<file path="src/rtl/simd_inst_sequencer_pkg.sv">
// Shared configuration for the SIMD instruction sequencer: sizes, derived widths,
// the offset vector type and the sequencer state encoding.
package simd_inst_sequencer_pkg;

    localparam int N_INST           = 16;
    localparam int MAX_WARP         = 8;
    localparam int VDIM             = 4;
    localparam int WORK_BW          = 16;
    localparam int ALU_MAX_INFLIGHT = 4;

    localparam int INST_BW = $clog2(N_INST + 1);
    localparam int WID_BW  = $clog2(MAX_WARP);
    localparam int IF_BW   = $clog2(ALU_MAX_INFLIGHT + 1);

    typedef logic [VDIM-1:0][WORK_BW-1:0] ofs_vec_t;

    typedef enum logic [1:0] {
        IDLE,
        ISSUE,
        DRAIN
    } seq_state_t;

endpackage

</file>
<file path="src/rtl/simd_inflight_counter.sv">
// Up/down saturating count of issued-but-uncommitted instructions. Full/empty
// describe the count after this cycle's update so callers can register decisions.
module simd_inflight_counter
    import simd_inst_sequencer_pkg::*;
#(
    parameter int MAX = ALU_MAX_INFLIGHT,
    parameter int CW  = $clog2(MAX + 1)
) (
    input  logic i_clk,
    input  logic i_rst,
    input  logic i_inc,
    input  logic i_dec,
    output logic o_full,
    output logic o_empty,
    output logic o_err
);

    logic [CW-1:0] cnt_q, cnt_d;
    logic          err_q, err_d;

    // NOTE: every variable gets a default first so no path leaves it unassigned (no latch).
    always_comb begin
        cnt_d = cnt_q;
        err_d = err_q;
        unique case ({i_inc, i_dec})
            2'b10: if (cnt_q != CW'(MAX)) cnt_d = cnt_q + CW'(1);
            2'b01: begin
                // A retire with nothing outstanding is a protocol error; the count holds at zero.
                if (cnt_q == '0) err_d = 1'b1;
                else             cnt_d = cnt_q - CW'(1);
            end
            default: ;
        endcase
    end

    // NOTE: sequential state uses non-blocking assignments so all flops update together.
    always_ff @(posedge i_clk) begin
        if (i_rst) begin
            cnt_q <= '0;
            err_q <= 1'b0;
        end else begin
            cnt_q <= cnt_d;
            err_q <= err_d;
        end
    end

    assign o_full  = (cnt_d == CW'(MAX));
    assign o_empty = (cnt_d == '0);
    assign o_err   = err_q;

endmodule

</file>
<file path="src/rtl/simd_inst_sequencer.sv">
// Accepts one warp job, issues its instruction slots pc=0..n_inst-1 on a rdy/ack
// channel with a bounded in-flight window, and pulses done once all have committed.
module simd_inst_sequencer
    import simd_inst_sequencer_pkg::*;
(
    input  logic                            i_clk,
    input  logic                            i_rst,
    input  logic                            warp_rdy,
    output logic                            warp_ack,
    input  logic [WID_BW-1:0]               i_wid,
    input  logic [VDIM-1:0][WORK_BW-1:0]    i_bofs,
    input  logic [VDIM-1:0][WORK_BW-1:0]    i_aofs,
    input  logic [INST_BW-1:0]              i_n_inst,
    output logic                            inst_rdy,
    input  logic                            inst_ack,
    output logic [INST_BW-1:0]              o_pc,
    output logic [WID_BW-1:0]               o_wid,
    output logic [VDIM-1:0][WORK_BW-1:0]    o_bofs,
    output logic [VDIM-1:0][WORK_BW-1:0]    o_aofs,
    input  logic                            inst_commit_dval,
    output logic                            done_dval,
    output logic [WID_BW-1:0]               o_done_wid,
    output logic                            o_err
);

    seq_state_t          state_q, state_d;
    logic [INST_BW-1:0]  pc_q, pc_d, n_inst_q, n_inst_d;
    logic [WID_BW-1:0]   wid_q, wid_d, done_wid_q, done_wid_d;
    ofs_vec_t            bofs_q, bofs_d, aofs_q, aofs_d;
    logic                inst_rdy_q, inst_rdy_d, done_q, done_d;
    logic                inst_xfer, if_full_next, if_empty_next;

    assign warp_ack  = warp_rdy && (state_q == IDLE);
    assign inst_xfer = inst_rdy_q && inst_ack;

    simd_inflight_counter #(.MAX(ALU_MAX_INFLIGHT), .CW(IF_BW)) u_inflight (
        .i_clk   (i_clk),
        .i_rst   (i_rst),
        .i_inc   (inst_xfer),
        .i_dec   (inst_commit_dval),
        .o_full  (if_full_next),
        .o_empty (if_empty_next),
        .o_err   (o_err)
    );

    always_comb begin
        state_d    = state_q;
        pc_d       = pc_q;
        n_inst_d   = n_inst_q;
        wid_d      = wid_q;
        bofs_d     = bofs_q;
        aofs_d     = aofs_q;
        done_d     = 1'b0;
        done_wid_d = done_wid_q;

        unique case (state_q)
            IDLE: begin
                if (warp_ack) begin
                    wid_d    = i_wid;
                    bofs_d   = i_bofs;
                    aofs_d   = i_aofs;
                    n_inst_d = i_n_inst;
                    pc_d     = '0;
                    state_d  = (i_n_inst == '0) ? DRAIN : ISSUE;
                end
            end
            ISSUE: begin
                if (inst_xfer) begin
                    pc_d = pc_q + INST_BW'(1);
                    if (pc_q == n_inst_q - INST_BW'(1)) begin
                        // Last slot accepted: finish immediately if its commit also landed.
                        if (if_empty_next) begin
                            state_d    = IDLE;
                            done_d     = 1'b1;
                            done_wid_d = wid_q;
                        end else begin
                            state_d = DRAIN;
                        end
                    end
                end
            end
            DRAIN: begin
                if (if_empty_next) begin
                    state_d    = IDLE;
                    done_d     = 1'b1;
                    done_wid_d = wid_q;
                end
            end
            default: state_d = IDLE;
        endcase

        inst_rdy_d = (state_d == ISSUE) && (pc_d < n_inst_d) && !if_full_next;
    end

    // NOTE: payload registers are reset too, since the outputs must read zero out of reset.
    always_ff @(posedge i_clk) begin
        if (i_rst) begin
            state_q    <= IDLE;
            pc_q       <= '0;
            n_inst_q   <= '0;
            wid_q      <= '0;
            bofs_q     <= '0;
            aofs_q     <= '0;
            inst_rdy_q <= 1'b0;
            done_q     <= 1'b0;
            done_wid_q <= '0;
        end else begin
            state_q    <= state_d;
            pc_q       <= pc_d;
            n_inst_q   <= n_inst_d;
            wid_q      <= wid_d;
            bofs_q     <= bofs_d;
            aofs_q     <= aofs_d;
            inst_rdy_q <= inst_rdy_d;
            done_q     <= done_d;
            done_wid_q <= done_wid_d;
        end
    end

    assign inst_rdy   = inst_rdy_q;
    assign o_pc       = pc_q;
    assign o_wid      = wid_q;
    assign o_bofs     = bofs_q;
    assign o_aofs     = aofs_q;
    assign done_dval  = done_q;
    assign o_done_wid = done_wid_q;

endmodule
</file>
<file path="config.mk">
export PLATFORM = sky130hd
export DESIGN_NAME = simd_inst_sequencer
export DESIGN_NICKNAME = d
export VERILOG_FILES = /design/src/rtl/simd_inst_sequencer_pkg.sv /design/src/rtl/simd_inflight_counter.sv /design/src/rtl/simd_inst_sequencer.sv
export SDC_FILE = /design/constraint.sdc
export NUM_CORES = 1
export LEC_CHECK = 0
export CORE_MARGIN = 8
export CORE_UTILIZATION = 44
export DETAILED_ROUTE_END_ITERATION = 12
export MAX_ROUTING_LAYER = met4
export PLACE_DENSITY = 0.86
export SLEW_MARGIN = 15
export SYNTH_ARGS = -nofsm -noshare
export SYNTH_HDL_FRONTEND = slang
export SYNTH_SLANG_ARGS = --single-unit
</file>
<file path="constraint.sdc">
create_clock -name i_clk -period 6.8 [get_ports i_clk]
set_clock_uncertainty 0.15 [all_clocks]
set_input_delay 0.68 -clock i_clk [delete_from_list [all_inputs] [get_ports i_clk]]
set_output_delay 0.68 -clock i_clk [all_outputs]
set_load 0.03 [all_outputs]
</file>
Word-level counts from Yosys, hierarchy flattened
Index checks and enable logic that the tools add are counted.
{ "word_totals": {"in_bits": 141, "reg_bits": 152, "output_inout_bits": 143} }
{ "classes": {"reduce_logical": 13, "n_addsub": 4, "eq_ne": 10, "magnitude_cmp": 1, "n_mux": 23} }
{ "ops": {"columns": ["op", "count"], "rows": [
  ["2-to-1 mux 5 bit", 4],
  ["2-to-1 mux 3 bit", 5],
  ["2-to-1 mux 2 bit", 6],
  ["one-hot mux 3 bit (2 select lines)", 2],
  ["one-hot mux 5 bit (2 select lines)", 1],
  ["== test 2 x 1 -> 1 bit (second input constant)", 3],
  ["logical NOT 3 bit", 2],
  ["one-hot mux 2 bit (3 select lines)", 1],
  ["adder 5 x 1 -> 5 bit (second input constant)", 1],
  ["== test 5 bit", 1],
  ["logical NOT 5 bit", 1],
  ["less-than comparator 5 bit", 1],
  ["subtractor 5 x 1 -> 5 bit (second input constant)", 1],
  ["== test 2 bit (second input constant)", 2],
  ["logical AND 1 bit", 4],
  ["AND reduction 2 bit", 2],
  ["adder 3 x 1 -> 3 bit (second input constant)", 1],
  ["== test 3 bit (second input constant)", 1],
  ["2-to-1 mux 1 bit", 3],
  ["!= test 3 bit (second input constant)", 1],
  ["AND reduction 3 bit", 1],
  ["subtractor 3 x 1 -> 3 bit (second input constant)", 1],
  ["logical NOT 2 bit", 1],
  ["!= test 2 x 1 -> 1 bit (second input constant)", 1],
  ["4 further kinds", 4]
]} }

Longest topological paths before layout
Gate-level depths: netlist of run 1.
{ "depth": {"word_depth": 11, "depth_mapped": 13} }

Hierarchy
A second synthesis of run 1 with hierarchy kept.
{ "hier_totals": {"hier_cells": 726, "hier_area_um2": 5895.7} }
{ "by_module_without_submodules": {"columns": ["mod", "cells_each", "area_per_inst_um2", "instances"], "rows": [
  ["simd_inst_sequencer", 684, 5549.1, 1],
  ["simd_inflight_counter", 42, 346.6, 1]
]} }

Least setup slack after synthesis of run 1
Ideal clock, no wire load.
{ "synth_timing": {"path_kind": "input -> register", "start": "input inst_ack", "end": "register inst_rdy_q (netlist: inst_rdy)", "n_path_buf": 1, "setup_slack_ps": 3700, "setup_time_ps": 117, "arrival_time_ps": 2833, "path_stages": 11, "path_cell_list": "nand2_1 -> inv_1 -> ha_1 -> buf_2 -> o21ai_0 -> o31a_1 -> o221ai_2 -> or3_4 -> a222oi_1 -> o41ai_2 -> and4b_1"} }
{ "synth_between": {"elab_chain_len": 11, "elab_cells_between_ends": 18} }
{ "synth_lines": {"columns": ["item", "line_no", "rtl"], "rows": [
  ["from (decl)", "simd_inst_sequencer.sv:15", "input logic inst_ack,"],
  ["logical AND 1 bit *", "simd_inst_sequencer.sv:34", "assign inst_xfer = inst_rdy_q && inst_ack;"],
  ["== test 2 x 1 -> 1 bit or == test 2 bit (tied branches)", "simd_inflight_counter.sv:25", "unique case ({i_inc, i_dec})"],
  ["one-hot mux 3 bit (2 select lines)", "simd_inflight_counter.sv:25", null],
  ["logical NOT 3 bit", "simd_inflight_counter.sv:48", "assign o_empty = (cnt_d == '0);"],
  ["2-to-1 mux 2 bit", "simd_inst_sequencer.sv:72", "if (if_empty_next) begin"],
  ["2-to-1 mux 2 bit", "simd_inst_sequencer.sv:70", "if (pc_q == n_inst_q - INST_BW'(1)) begin"],
  ["2-to-1 mux 2 bit", "simd_inst_sequencer.sv:68", "if (inst_xfer) begin"],
  ["one-hot mux 2 bit (3 select lines)", "simd_inst_sequencer.sv:56", "unique case (state_q)"],
  ["== test 2 x 1 -> 1 bit", "simd_inst_sequencer.sv:92", "inst_rdy_d = (state_d == ISSUE) && (pc_d < n_inst_d) && !if_full_next;"],
  ["logical AND 1 bit", "simd_inst_sequencer.sv:92", null],
  ["logical AND 1 bit *", "simd_inst_sequencer.sv:92", null],
  ["to (signal assigned)", "simd_inst_sequencer.sv:114", "inst_rdy_q <= inst_rdy_d;"],
  ["to (decl)", "simd_inst_sequencer.sv:30", "logic inst_rdy_q, inst_rdy_d, done_q, done_d;"]
]} }
Every way passes the cells marked *; elsewhere a longest branch is shown, timed or not.
A chain may end at the register's enable or synchronous reset.

Final worst setup path of run 1
{ "layout_timing": {"start": "input warp_rdy", "end": "output warp_ack"} }
{ "layout_between": {"elab_chain_len": 1} }
{ "layout_lines": {"columns": ["item", "line_no", "rtl"], "rows": [
  ["from (decl)", "simd_inst_sequencer.sv:8", "input logic warp_rdy,"],
  ["logical AND 1 bit", "simd_inst_sequencer.sv:33", "assign warp_ack = warp_rdy && (state_q == IDLE);"],
  ["to (decl)", "simd_inst_sequencer.sv:9", "output logic warp_ack,"]
]} }
Every way passes these cells.

==> out/metrics.csv, run 1 <==
stage,metric,value,unit
outcome,outcome,"finished, final reports clean",
layout,area_growth,59.6,%
critical_path,path_class,input port to primary output,
global_route,grt_pass1_wl,28.1,mm
cts,cts.sinks,152,
critical_path,endpoint_kind,primary output,
global_route,grt_pass1_vias,5458,
die,die_w,131,um
synth,synth_area_per_cell,7.99,um2
critical_path,r2r_end,inst_rdy,
pwr,p_leak,3.49,nW
hold_path,min_path_type,flop to flop,
die,io_pins,284,
critical_path,reg2reg_from,state_q[1],
critical_path,critPathCapture,warp_ack,
cts,path_clk_slew,60,ps
placement,pre_cts_ws,3040,ps
layout,mostFrequentLayoutCells,"clkdlybuf4s50_1, nand2_1, dfxtp_1, a21oi_1, nor2_1",
pwr,finalPower,0.00237,W
die,core_area,13100,um2
critical_path,r2r_cells,11,
synth,syn_area,5810,um2
cts,cts_made_buffers,17,
critical_path,cp_max_fo,53,
die,start_util,0.444,
layout,ff_latch_area,3040,um2
synth,synthFlopType,dfxtp_1,
placement,dp_cells,1142,
routing,wl_per_cell,16.0,um
layout,drive_above_1_share,0.0402,
routing,drc,0,
synth,syn_inst,727,
cts,cts_buffer_depth,2,
global_route,antenna_found_initial,0,
pwr,ir_drop,0.246,mV
sta,maxSlewHeadroom,0.381,
sta,rsz0062_at_grt,no,
sta,maxClockFrequency,270,MHz
layout,layout.nets,1141,
sta,whs,301,ps
die,die_h,131,um
cts,ctsHoldBuffers,0,
synth,ys_seq_elements,152,
cts,worst_skew_pair.late_latency,410,ps
routing,postRouteWirelength,18.7,mm
cts,cts_tree,built,
routing,antenna_left,0,
die,rows,42,
sta,period_share,0.544,
synth,yosys_warnings,0,
routing,firstDrtPassIters,5,
synth,synth_cell_types,37,
pwr,p_per_area,256,nW/um2
critical_path,reg2reg_slack,3720,ps
synth,synth_edf_count,0,
critical_path,startpoint_type,input port,
synth,synth-async-reset-ratio,0,
cts,cts_resized,0,
critical_path,required,5970,ps
global_route,grt_max_degree,90,
sta,finalCriticalPeriod,3700,ps
layout,layoutNonFillerInstCount,1171,
global_route,grt-ovfl-total,0,
cts,root_buffer,clkbuf_16,
routing,drt_iter0_drc,436,
sta,totalNegativeSetupSlack,0,ps
layout,diodes,0,
synth,synth_fp_nets,883,
critical_path,crit_arrival,2870,ps
critical_path,critPathLaunch,warp_rdy,
layout,multi_input_area,2540,um2
sta,hold_violations,0,
placement,io_buffers,283,
global_route,grt_usage,0.217,
routing,via_count,5722,
sta,setup_viol,0,
sta,drv_slew,0,
placement,routabilityCongestion,0.845,
sta,layout_setup_ws,3100,ps
placement,hpwl,13.2,mm
flow_run,cap_violations,0,
sta,tightest_slew,929,ps
cts,cts_setup_buffers,0,
routing,vias_per_cell,4.89,
die,die-area,17100,um2
cts,htreeDepth,4,
layout,fillers,980,
synth,yosysSeqAreaShare,0.524,
layout,layout_commonest_cell,clkdlybuf4s50_1,
[power breakdown]
group	internal, W	leakage [nW]	switching, W
Combinational	0.000222	1.98	0.000285
Sequential	0.000952	1.25	0.0000321
Clock	0.000535	0.266	0.000349
[final cells by class]
cell class / count / area share
Sequential cell: 152 / 0.328
Timing Repair Buffer: 286 / 0.308
Multi-Input combinational cell: 515 / 0.275
Clock buffer: 22 / 0.0522
Tap cell: 176 / 0.0238
Clock inverter: 7 / 0.00770
Inverter: 13 / 0.00554
[routing by layer]
layer  global-route usage  vias to the layer above  share of wire
li1                     -                     2887              -
met5                    -                        -              0
met2                0.364                      221           0.51
met1                0.237                     2583           0.39
met4               0.0817                        0          0.020
met3               0.0690                       31          0.087
[state kept, by name, summed over array words and instances, names as in the netlist, 2 cells and up]
name / count
n_inst_q: 5
u_inflight.cnt_q: 3
o_aofs: 64
o_done_wid: 3
state_q: 2
o_pc: 5
o_wid: 3
o_bofs: 64
[synth_stat cells, types with 3 or more instances]
library cell / instances / area, um2
a21oi_1: 137 / 686
nand2_1: 272 / 1020
nor2_1: 23 / 86.3
clkbuf_1: 45 / 169
nor2b_1: 8 / 50.1
dfxtp_1: 152 / 3040
xnor2_1: 7 / 61.3
mux2i_1: 10 / 100
nand4_1: 3 / 18.8
o21a_1: 3 / 22.5
inv_1: 13 / 48.8
nor3_1: 3 / 15.0
xor2_1: 5 / 43.8
o21ai_0: 7 / 35.0
ha_1: 15 / 188
[worst min-delay path by stage]
stage	start	end	slack, ps	cells after the start
2_1_floorplan	n_inst_q[4]	n_inst_q[4]	360	2
3_3_place_gp	o_bofs[17]	o_bofs[17]	290	2
3_5_place_dp	o_bofs[10]	o_bofs[10]	300	2
4_1_cts	o_bofs[31]	o_bofs[31]	300	2
5_1_grt	o_bofs[21]	o_bofs[21]	320	2
6_report	o_bofs[38]	o_bofs[38]	300	2
[stage by stage]
step,utilization,cell area (um2)
after global routing,0.708,9270
after detailed placement,0.666,8710
after floorplan,-,5810
after global placement,0.666,8710
after CTS,0.708,9270
final,0.708,9270
[worst max-delay path, stage by stage]
cell and delay [ps]:
clkdlybuf4s50_1 550, nand2_4 320, inv_4 530, clkdlybuf4s50_1 780
[cell families after synthesis]
family                     synth area share
xor gates and xnor gates             0.0181
AOI/OAI and AO/OA                     0.148
muxes                                0.0211
and+or+nand+nor                       0.218
DFF                                   0.524
adders and majority gates            0.0323
buffers and inverters                0.0390
Power figures use the tool's default switching activity.
==> run 2, diff against run 1 <==
--- a/config.mk
+++ b/config.mk
@@ -6,10 +6,10 @@
 export NUM_CORES = 1
 export LEC_CHECK = 0
 export CORE_MARGIN = 8
-export CORE_UTILIZATION = 44
+export CORE_UTILIZATION = 37
 export DETAILED_ROUTE_END_ITERATION = 12
 export MAX_ROUTING_LAYER = met4
-export PLACE_DENSITY = 0.86
+export PLACE_DENSITY = 0.77
 export SLEW_MARGIN = 15
 export SYNTH_ARGS = -nofsm -noshare
 export SYNTH_HDL_FRONTEND = slang
==> constraint.sdc (replaced) <==
create_clock -name i_clk -period 3.4 [get_ports i_clk]
set_clock_uncertainty 0.15 [all_clocks]
set_input_delay 0.34 -clock i_clk [delete_from_list [all_inputs] [get_ports i_clk]]
set_output_delay 0.34 -clock i_clk [all_outputs]
set_load 0.03 [all_outputs]
==> out/metrics.csv, run 2 (synthesis results as in run 1) <==
stage,metric,value,unit,change
outcome,outcome,"finished, final reports clean",,unchanged
critical_path,critPathCapture,warp_ack,,unchanged
die,start_util,0.381,,was 0.444
critical_path,crit_arrival,2460,ps,was 2870 ps
sta,setup_viol,0,,unchanged
die,die_w,141,um,was 131 um
die,io_pins,284,,unchanged
layout,area_growth,61.5,%,was 59.6%
global_route,grt_max_degree,79,,was 90
layout,stdcell_area,9380,um2,was 9270 um2
routing,firstDrtPassIters,4,,was 5
routing,via_count,5676,,was 5722
cts,cts_resized,0,,unchanged
sta,totalNegativeSetupSlack,0,ps,unchanged
routing,antenna_left,0,,unchanged
global_route,grt_pass1_wl,29.4,mm,was 28.1 mm
layout,layout_commonest_cell,clkdlybuf4s50_1,,unchanged
global_route,antenna_found_initial,0,,unchanged
critical_path,startpoint_type,flop,,was input port
placement,pre_cts_ws,117,ps,was 3040 ps
pwr,finalPower,0.00483,W,was 0.00237 W
sta,finalCriticalPeriod,2950,ps,
cts,cts_setup_buffers,0,,unchanged
cts,root_buffer,clkbuf_16,,unchanged
cts,worst_skew_pair.late_latency,410,ps,about the same
critical_path,cp_max_fo,32,,was 53
placement,hpwl,13.6,mm,was 13.2 mm
die,die_h,141,um,was 131 um
layout,mostFrequentLayoutCells,"clkdlybuf4s50_1, nand2_1, dfxtp_1, a21oi_1, nor2_1",,unchanged
routing,wl_per_cell,15.6,um,was 16.0 um
placement,dp_cells,1182,,was 1142
global_route,grt-ovfl-total,0,,unchanged
sta,drv_slew,0,,unchanged
global_route,grt_usage,0.190,,was 0.217
die,rows,45,,was 42
sta,layout_setup_ws,448,ps,was 3100 ps
critical_path,path_class,flop to primary output,,was input port to primary output
pwr,ir_drop,0.602,mV,was 0.246 mV
layout,layoutNonFillerInstCount,1214,,was 1171
cts,cts_tree,built,,unchanged
cts,cts.sinks,152,,unchanged
critical_path,r2r_cells,10,,was 11
critical_path,r2r_end,o_done_wid[0],,was inst_rdy
hold_path,min_path_type,flop to flop,,unchanged
sta,maxClockFrequency,339,MHz,
cts,path_clk_slew,60,ps,about the same
critical_path,required,2910,ps,was 5970 ps
critical_path,reg2reg_slack,510,ps,was 3720 ps
pwr,p_per_area,515,nW/um2,was 256 nW/um2
placement,placed_area,8790,um2,was 8710 um2
routing,drt_iter0_drc,263,,was 436
critical_path,critPathLaunch,state_q[1],,was warp_rdy
critical_path,reg2reg_from,inst_rdy,,was state_q[1]
flow_run,cap_violations,0,,unchanged
placement,io_buffers,283,,unchanged
cts,htreeDepth,4,,unchanged
cts,cts_buffer_depth,2,,unchanged
sta,tightest_slew,799,ps,was 929 ps
layout,diodes,0,,unchanged
routing,vias_per_cell,4.68,,was 4.89
sta,hold_violations,0,,unchanged
sta,period_share,0.868,,
die,core_area,15300,um2,was 13100 um2
sta,rsz0062_at_grt,no,,unchanged
placement,routabilityCongestion,0.858,,was 0.845
global_route,grt_pass1_vias,5713,,was 5458
die,die-area,20000,um2,was 17100 um2
layout,drive_above_1_share,0.0479,,was 0.0402
cts,cts_made_buffers,17,,unchanged
pwr,p_leak,3.53,nW,was 3.49 nW
sta,maxSlewHeadroom,0.467,,was 0.381
layout,layout.nets,1146,,was 1141
critical_path,endpoint_kind,primary output,,unchanged
routing,postRouteWirelength,18.9,mm,was 18.7 mm
layout,fillers,1311,,was 980
cts,ctsHoldBuffers,0,,unchanged
routing,drc,0,,unchanged
==> run 2: cell count changes in the layout (fill, tap and decap cells not counted) <==
cell	change
buf_4	+5
inv_6	+2
clkbuf_8	+1
==> run 2: per-stage QoR <==
step	util	hold slack [ps]
2_1_floorplan	-	326
3_3_place_gp	0.576	290
3_5_place_dp	0.576	296
4_1_cts	0.615	293
5_1_grt	0.615	307
6_report	0.615	301
==> run 2: where the power goes <==
group,internal [W],switching (W)
Sequential,0.00190,0.0000615
Combinational,0.000449,0.000570
Clock,0.00111,0.000741
Total,0.00346,0.00137
==> run 2: worst min path at each step <==
| stage | start | slack [ps] | depth (start not counted) | to |
|---|---|---|---|---|
| 2_1_floorplan | i_aofs[30] | 330 | 2 | o_aofs[30] |
| 5_1_grt | i_wid[0] | 310 | 3 | o_wid[0] |
| 4_1_cts | i_rst | 290 | 2 | u_inflight.cnt_q[1] |
| 3_3_place_gp | o_bofs[46] | 290 | 2 | o_bofs[46] |
| 6_report | o_bofs[41] | 300 | 2 | o_bofs[41] |
| 3_5_place_dp | o_bofs[15] | 300 | 2 | o_bofs[15] |
==> run 2: layout make-up <==
cell class / count / area [um2] / area share
sequential: 152 / 3040 / 0.324
timing repair buffer: 291 / 2890 / 0.308
multi-input combinational: 515 / 2540 / 0.271
clock buffer: 23 / 498 / 0.0531
tap: 211 / 264 / 0.0281
clock inverter: 9 / 88.8 / 0.00947
inverter: 13 / 51.3 / 0.00547
==> run 2: critical path, stage by stage, from the launching register on <==
cell             delay [ps]
dfxtp_1                 340
inv_1                   120
ha_1                    280
nand2_4                  90
inv_4                   100
buf_4                   330
clkdlybuf4s50_1         780
==> run 2: per-layer routing <==
layer  GRT usage  up-vias  part of all wire
met1       0.198     2585              0.39
li1            -     2883                 -
met5           -        -                 0
met3      0.0775       20             0.088
met4      0.0633        0             0.018
met2       0.323      188              0.51
==> run 3, diff against run 2 <==
--- a/config.mk
+++ b/config.mk
@@ -6,10 +6,10 @@
 export NUM_CORES = 1
 export LEC_CHECK = 0
 export CORE_MARGIN = 8
-export CORE_UTILIZATION = 37
+export CORE_UTILIZATION = 44
 export DETAILED_ROUTE_END_ITERATION = 12
 export MAX_ROUTING_LAYER = met4
-export PLACE_DENSITY = 0.77
+export PLACE_DENSITY = 0.86
 export SLEW_MARGIN = 15
 export SYNTH_ARGS = -nofsm -noshare
 export SYNTH_HDL_FRONTEND = slang
==> constraint.sdc (replaced) <==
create_clock -name i_clk -period 3.6 [get_ports i_clk]
set_clock_uncertainty 0.15 [all_clocks]
set_input_delay 0.36 -clock i_clk [delete_from_list [all_inputs] [get_ports i_clk]]
set_output_delay 0.36 -clock i_clk [all_outputs]
set_load 0.03 [all_outputs]
==> out/metrics.csv, run 3 (synthesis results as in run 1) <==
stage,metric,value,unit,change
outcome,outcome,"finished, final reports clean",,unchanged
routing,drt_iter0_drc,423,,was 263
die,start_util,0.444,,was 0.381
cts,cts_setup_buffers,0,,unchanged
critical_path,path_class,input port to flop,,was flop to primary output
critical_path,critPathCapture,inst_rdy,,was warp_ack
routing,wl_per_cell,16.3,um,was 15.6 um
cts,ctsHoldBuffers,0,,unchanged
placement,routabilityCongestion,0.820,,was 0.858
routing,drc,0,,unchanged
layout,drive_above_1_share,0.0450,,was 0.0479
critical_path,reg2reg_slack,500,ps,was 510 ps
die,die_h,131,um,was 141 um
cts,root_buffer,clkbuf_16,,unchanged
sta,hold_violations,0,,unchanged
cts,cts_buffer_depth,2,,unchanged
cts,cts_tree,built,,unchanged
critical_path,r2r_cells,10,,unchanged
routing,antenna_left,0,,unchanged
cts,worst_skew_pair.late_latency,410,ps,about the same
sta,finalCriticalPeriod,3130,ps,
layout,layout.nets,1144,,was 1146
die,die-area,17100,um2,was 20000 um2
critical_path,startpoint_type,input port,,was flop
global_route,grt-ovfl-total,0,,unchanged
routing,postRouteWirelength,19.2,mm,was 18.9 mm
layout,stdcell_area,9340,um2,was 9380 um2
routing,firstDrtPassIters,5,,was 4
critical_path,crit_chain,"clkdlybuf4s50_1, nand2_1, inv_1, ha_1, o21ai_0, o31a_1, o221ai_2, or3_4, a222oi_1, o41ai_2, and4b_1",,"was inv_1, ha_1, nand2_4, inv_4, buf_4, clkdlybuf4s50_1"
sta,maxClockFrequency,319,MHz,
layout,layout_commonest_cell,clkdlybuf4s50_1,,unchanged
layout,mostFrequentLayoutCells,"clkdlybuf4s50_1, nand2_1, dfxtp_1, a21oi_1, nor2_1",,unchanged
global_route,grt_pass1_wl,28.8,mm,was 29.4 mm
placement,io_buffers,283,,unchanged
sta,setup_viol,0,,unchanged
layout,diodes,0,,unchanged
layout,utilization,0.714,,was 0.615
layout,fillers,1014,,was 1311
placement,placed_area,8730,um2,was 8790 um2
sta,period_share,0.871,,
cts,cts.sinks,152,,unchanged
placement,hpwl,13.7,mm,was 13.6 mm
cts,cts_made_buffers,17,,unchanged
routing,vias_per_cell,4.93,,was 4.68
layout,area_growth,60.9,%,was 61.5%
global_route,grt_max_degree,80,,was 79
sta,maxSlewHeadroom,0.432,,was 0.467
critical_path,critPathLaunch,inst_ack,,was state_q[1]
flow_run,cap_violations,0,,unchanged
critical_path,required,3750,ps,was 2910 ps
cts,cts_resized,0,,unchanged
die,io_pins,284,,unchanged
global_route,grt_usage,0.224,,was 0.190
sta,totalNegativeSetupSlack,0,ps,unchanged
critical_path,endpoint_kind,flop,,was primary output
die,rows,42,,was 45
critical_path,crit_slowest_cell,a222oi_1,,was clkdlybuf4s50_1
pwr,p_leak,3.53,nW,about the same
pwr,ir_drop,0.318,mV,was 0.602 mV
critical_path,slowest_delay,470,ps,was 780 ps
pwr,finalPower,0.00463,W,was 0.00483 W
sta,tightest_slew,852,ps,was 799 ps
die,core_area,13100,um2,was 15300 um2
routing,via_count,5806,,was 5676
cts,htreeDepth,4,,unchanged
hold_path,min_path_type,flop to flop,,unchanged
global_route,grt_pass1_vias,5696,,was 5713
cts,path_clk_slew,60,ps,about the same
global_route,antenna_found_initial,0,,unchanged
die,die_w,131,um,was 141 um
critical_path,crit_arrival,3290,ps,was 2460 ps
sta,rsz0062_at_grt,no,,unchanged
critical_path,cp_max_fo,10,,was 32
sta,drv_slew,0,,unchanged
critical_path,reg2reg_from,inst_rdy,,unchanged
critical_path,r2r_end,inst_rdy,,was o_done_wid[0]
pwr,p_per_area,496,nW/um2,was 515 nW/um2
run 3: area by class of cell:
class | instances | area, um2 | area share
Timing Repair Buffer | 289 | 2880 | 0.308
Clock buffer | 21 | 460 | 0.0493
Inverter | 13 | 51.3 | 0.00549
Tap cell | 176 | 220 | 0.0236
Clock inverter | 11 | 148 | 0.0158
Sequential cell | 152 | 3040 | 0.326
Multi-Input combinational cell | 515 | 2540 | 0.272
run 3: how the worst min path moves through the flow:
| stage | from | end | slack (ps) | depth (start not counted) |
|---|---|---|---|---|
| 3_3_place_gp | o_bofs[26] | o_bofs[26] | 290 | 2 |
| 4_1_cts | o_aofs[12] | o_aofs[12] | 300 | 2 |
| 3_5_place_dp | o_aofs[12] | o_aofs[12] | 300 | 2 |
| 2_1_floorplan | i_aofs[30] | o_aofs[30] | 350 | 2 |
| 5_1_grt | o_aofs[12] | o_aofs[12] | 320 | 2 |
| 6_report | o_aofs[17] | o_aofs[17] | 300 | 2 |
run 3: metrics by stage:
step / setup slack, ps / hold slack, ps / std cells
floorplan: 642 / 346 / 727
global placement: 237 / 290 / 1145
detailed placement: 159 / 296 / 1145
CTS: 527 / 304 / 1177
global route: 326 / 315 / 1177
finish: 466 / 301 / 1177
run 3: routing by layer:
metal,vias up,routed length [um],track usage,share of wire
met2,211,9870,0.379,0.51
met5,-,0,-,0
met4,0,471,0.0999,0.024
met1,2663,7510,0.238,0.39
met3,40,1380,0.0682,0.072
li1,2892,-,-,-
run 3: worst max-delay path, delay by kind of cell:
| family | cells | cell delay, ps |
|---|---|---|
| AO/OA/AOI/OAI | 5 | 1150 |
| buffers and inverters | 2 | 530 |
| adder cells (fa/ha/maj) | 1 | 430 |
| AND/OR/NAND/NOR | 3 | 830 |
run 3: power by group:
group,internal [W],total [W],switching (W)
clock network,0.00113,0.00181,0.000680
logic,0.000422,0.000966,0.000544
registers,0.00180,0.00186,0.0000606
total,0.00335,0.00463,0.00128
